File: src/rtl/led_frame_arbiter.sv
// Double-buffered 16x16 red/green frame store for the LED array. Two row writers
// share the back buffer through a round-robin arbiter; swap presents it and optionally clears the new back buffer.
module led_frame_arbiter #(
  parameter bit          CLR_ON_SWAP = 1'b1,
  parameter int unsigned ROWS        = 16
) (
  input  logic                 CLK,
  input  logic                 RST,
  input  logic                 req0_valid,
  input  logic [3:0]           req0_row,
  input  logic [15:0]          req0_red,
  input  logic [15:0]          req0_green,
  output logic                 req0_ready,
  input  logic                 req1_valid,
  input  logic [3:0]           req1_row,
  input  logic [15:0]          req1_red,
  input  logic [15:0]          req1_green,
  output logic                 req1_ready,
  input  logic                 swap_req,
  output logic                 busy,
  output logic                 frame_done,
  output logic [7:0]           frame_count,
  output logic [ROWS*16-1:0]   disp_red,
  output logic [ROWS*16-1:0]   disp_green
);

  localparam int unsigned ROW_W = 16;
  localparam int unsigned IDX_W = 4;
  localparam int unsigned BUF_W = ROWS * ROW_W;

  localparam logic [1:0] ST_ACCEPT = 2'd0;
  localparam logic [1:0] ST_SWAP   = 2'd1;
  localparam logic [1:0] ST_CLEAR  = 2'd2;

  logic [1:0]       state;
  logic [1:0]       state_next;
  logic             swap_pending;
  logic             pending_next;
  logic             last_grant;
  logic             grant0_c;
  logic             grant1_c;
  logic [IDX_W-1:0] clr_row;
  logic [BUF_W-1:0] back_red;
  logic [BUF_W-1:0] back_green;

  // Next state, swap-pending tracking and round-robin grant.
  always_comb begin
    state_next   = state;
    pending_next = swap_pending;
    grant0_c     = 1'b0;
    grant1_c     = 1'b0;
    case (state)
      ST_ACCEPT: begin
        if (swap_req || swap_pending) begin
          state_next   = ST_SWAP;
          pending_next = 1'b0;
        end else begin
          grant0_c = req0_valid && (!req1_valid || last_grant);
          grant1_c = req1_valid && (!req0_valid || !last_grant);
        end
      end
      ST_SWAP: begin
        if (swap_req) pending_next = 1'b1;
        state_next = CLR_ON_SWAP ? ST_CLEAR : ST_ACCEPT;
      end
      ST_CLEAR: begin
        if (swap_req) pending_next = 1'b1;
        if (clr_row == IDX_W'(ROWS - 1)) state_next = ST_ACCEPT;
      end
      default: state_next = ST_ACCEPT;
    endcase
  end

  assign req0_ready = grant0_c;
  assign req1_ready = grant1_c;

  always_ff @(posedge CLK) begin
    if (RST) begin
      state        <= ST_ACCEPT;
      swap_pending <= 1'b0;
      busy         <= 1'b0;
    end else begin
      state        <= state_next;
      swap_pending <= pending_next;
      busy         <= (state_next != ST_ACCEPT) || pending_next;
    end
  end

  // Frame storage: disp_* hold the front buffer, so a swap exchanges contents.
  always_ff @(posedge CLK) begin
    if (RST) begin
      back_red    <= '0;
      back_green  <= '0;
      disp_red    <= '0;
      disp_green  <= '0;
      last_grant  <= 1'b1;
      clr_row     <= '0;
      frame_done  <= 1'b0;
      frame_count <= '0;
    end else begin
      frame_done <= 1'b0;
      if (grant0_c) begin
        back_red[ROW_W*req0_row +: ROW_W]   <= req0_red;
        back_green[ROW_W*req0_row +: ROW_W] <= req0_green;
        last_grant <= 1'b0;
      end else if (grant1_c) begin
        back_red[ROW_W*req1_row +: ROW_W]   <= req1_red;
        back_green[ROW_W*req1_row +: ROW_W] <= req1_green;
        last_grant <= 1'b1;
      end
      if (state == ST_SWAP) begin
        disp_red    <= back_red;
        disp_green  <= back_green;
        back_red    <= disp_red;
        back_green  <= disp_green;
        frame_done  <= 1'b1;
        frame_count <= frame_count + 8'd1;
        clr_row     <= '0;
      end
      if (state == ST_CLEAR) begin
        back_red[ROW_W*clr_row +: ROW_W]   <= '0;
        back_green[ROW_W*clr_row +: ROW_W] <= '0;
        clr_row <= clr_row + IDX_W'(1);
      end
    end
  end

endmodule

File: config.mk
export PLATFORM = sky130hd
export DESIGN_NAME = led_frame_arbiter
export DESIGN_NICKNAME = d
export VERILOG_FILES = /design/src/rtl/led_frame_arbiter.sv
export SDC_FILE = /design/constraint.sdc
export NUM_CORES = 2
export LEC_CHECK = 0
export BUFFER_PORTS_ARGS = -buffer_cell sky130_fd_sc_hd__buf_2
export CAP_MARGIN = 10
export CORE_MARGIN = 4
export CORE_UTILIZATION = 38
export DETAILED_ROUTE_END_ITERATION = 10
export SLEW_MARGIN = 30
export SYNTH_ARGS = -nofsm -noshare
export SYNTH_HDL_FRONTEND = slang
export SYNTH_SLANG_ARGS = --single-unit
File: constraint.sdc
create_clock -name CLK -period 3.5 [get_ports CLK]
set_input_delay 0.175 -clock CLK [delete_from_list [all_inputs] [get_ports CLK]]
set_output_delay 0.175 -clock CLK [all_outputs]
set_load 0.01 [all_outputs]
==> flow_metrics.tcl <==
set metrics [dict create \
    grt_first_pass_wirelength_um 303000 \
    r2r-end "back_green[51]" \
    rrSetupSlack_ps 250 \
    fmax_mhz 307 \
    fin_worst_skew_ps 33.3 \
    die_h_um 360 \
    num-fill-cells 12000 \
    ys_types 78 \
    syn_area_sq_um 47000 \
    finalSetupViolations 0 \
    antenna_left 0 \
    worst_ep_arrival_time_ps 3880 \
    power_density_nw_per_um2 593 \
    synth_area_leader_cell "dfxtp_1" \
    row_count 128 \
    via_count 45400 \
    avgSynthCellArea_sq_um 8.78 \
    crit_fanout 16 \
    path_class "register to register" \
    yosysWarnings 0 \
    cts_htree_levels 3 \
    clk_pin_slew_ps 60 \
    drtIter0Drc 5737 \
    async_flop_share_pct 0 \
    r2r_start "state[0]" \
    gp_congestion 0.888 \
    drive_gt1_share_pct 18.8 \
    synth_edf_count 0 \
    tightestPinTransition_ps 1170 \
    hold_depth 3 \
    routed_via_density 6.12 \
    grt-ovfl-total 0 \
    area_growth_pct 19.5 \
    critPathCaptureType "register" \
    slew_violations 0 \
    hold_path.class "input port to register" \
    grt_pass1_vias 42000 \
    tritoncts "built" \
    synth_cells 5355 \
    min_to "back_red[78]" \
    cts.sinks 1042 \
    relSlewSlack_pct 21.7 \
    drtPass1Iterations 8 \
    routed_wl_um 212000 \
    leakagePower_nw 21.5 \
    holdCritStartpoint "req1_red[14]" \
    nNetsFinal 5786 \
    numCtsBuffers 115 \
    ys_top_cells_by_area "dfxtp_1, mux2i_1, nor2_1, a311oi_1, nand2_1" \
    synth_common_cells "dfxtp_1, nor2_1, mux2i_1, nand2_1, clkbuf_1" \
    finalHoldViolations 0 \
    pin_count 601 \
    synth_ff_type "dfxtp_1" \
    dieArea_sq_um 129000 \
    routedWlPerCell_um 28.5 \
    grt_start_max_net_pins 173 \
    max_cap_violations 0 \
    fin_crit_sh_pct 92.9 \
    required_ps 4130 \
    seqCellArea_sq_um 20900 \
    clock_latency_ps 760 \
    finalCriticalPeriod_ps 3250 \
    seq_area_frac_synth_pct 44.4 \
    die_w_um 360 \
    status "complete, no violations" \
    r2r_cells 8 \
    coreArea_sq_um 122000 \
    ys_ff_latch 1042 \
    port-buffer-count 600 \
    rsz0062_at_grt "no" \
    multi_input_area_sq_um 23700 \
    syn-num-nets 5446 \
    final.setup.tns_ps 0 \
    clockBufferDepth 3 \
    cts_root_buffer "clkbuf_16" \
    drc 0 \
    postCtsSetupBuffers 0 \
    grt_use_total_pct 31.0 \
    holdWs_ps 57.3 \
    synth_top_area_share_pct 44.4 \
    peakVddDrop_uv 408 \
    initial_core_util_pct 38.4 \
    yosys.cell_count.top_type "dfxtp_1" \
    hpwlAfterDp_um 139000 \
    cts_resized 0 \
    start_kind "register" \
    grt_antenna_before_repair 20 \
]
[worst max-delay path: stages, from the launching register on]
cell      delay (ps)
dfxtp_1          350
inv_1            120
ha_1             230
nor3b_2          550
nand4_1          540
nor3_2           570
buf_4            360
nand2_1           90
a311oi_1         280
[state kept, by name, summed over array words and instances, names as in the netlist, 2 cells and up]
signal       flops
frame_count      8
back_red       256
disp_green     256
clr_row          4
state            2
disp_red       256
back_green     256
[per-stage QoR]
step                      instance area [sq um]  power [mW]  cells  setup WS, ps  utilization, %
after floorplan                           47000        18.0   5355           791               -
after detailed placement                  51700        20.1   7170           396            42.2
after global routing                      56200        34.5   7419          90.4            45.9
after global placement                    51600        20.0   7165           449            42.1
final                                     56200        33.3   7430           247            45.9
after CTS                                 56100        33.3   7416           266            45.9
[layer usage]
layer  vias to the layer above  track usage (%)  wire [um]  part of all wire, %
li1                      20200                -          -                    -
met1                     22300             41.6      87100                   41
met2                      2577             45.8      90000                   42
met3                       429             10.5      25500                   12
met4                         0             12.4       9480                  4.5
met5                         -                0          0                    0
[cell families (layout without fill, tap and decap cells)]
kind of cell / after synthesis / in the layout / synth area share (%)
AO/OA/AOI/OAI: 1202 / 1202 / 20.1
XOR/XNOR: 9 / 9 / 0.184
adder cells (fa/ha/maj): 14 / 14 / 0.373
buffers and inverters: 698 / 1136 / 6.02
flip-flops: 1042 / 1042 / 44.4
multiplexers: 556 / 556 / 11.8
other: 0 / 12 / 0
AND/OR/NAND/NOR: 1834 / 1834 / 17.1
[worst max path at each step]
stage | startpoint | to | slack [ps] | cells after the start
5_1_grt | state[1] | req0_ready | 90 | 7
4_1_cts | state[1] | req0_ready | 270 | 7
2_1_floorplan | req1_row[0] | back_green[213] | 790 | 10
3_3_place_gp | state[1] | back_red[181] | 450 | 8
6_report | state[0] | back_green[51] | 250 | 8
3_5_place_dp | state[1] | back_green[51] | 400 | 8
[final cells by class]
cell class	instances	share of cell area (%)
clock inverters	53	1.33
clock buffers	162	5.97
flip-flops and latches	1042	37.1
repair buffers	802	8.89
multi-input cells	3615	42.2
inverters	119	0.808
well taps	1625	3.62
diodes	12	0.0534
[cell usage in the layout (no fill, tap or decap), types with 26 or more instances in the layout]
cell type      instances
dlygate4sd3_1         31
inv_1                118
a22oi_1               40
nor3_1                38
mux2i_1              556
a32oi_1              126
clkbuf_16            117
nand2_1              477
clkbuf_8              26
nand3_1              217
dfxtp_1             1042
a31oi_1              162
a311oi_1             213
buf_2                599
o221ai_1              48
a221oi_1             185
and3_1                45
a21oi_1              105
and2_1                72
a311oi_2              31
o21ai_0              135
nor2_1               844
nand4_1               36
buf_4                142
[report_power, final]
group          leakage, nW  total, mW  switching, mW  internal (mW)
combinational         11.0       6.42           4.13           2.29
clock                 2.02       13.3           5.35           7.92
sequential            8.47       13.6          0.662           13.0
total                 21.5       33.3           10.1           23.2
[what timing repair did]
item	in CTS	in global routing
endpoints found under the setup margin	0	0
endpoints found under the hold margin	120	0
hold buffers	31	0
No activity file was read; power rests on OpenSTA's default activity.
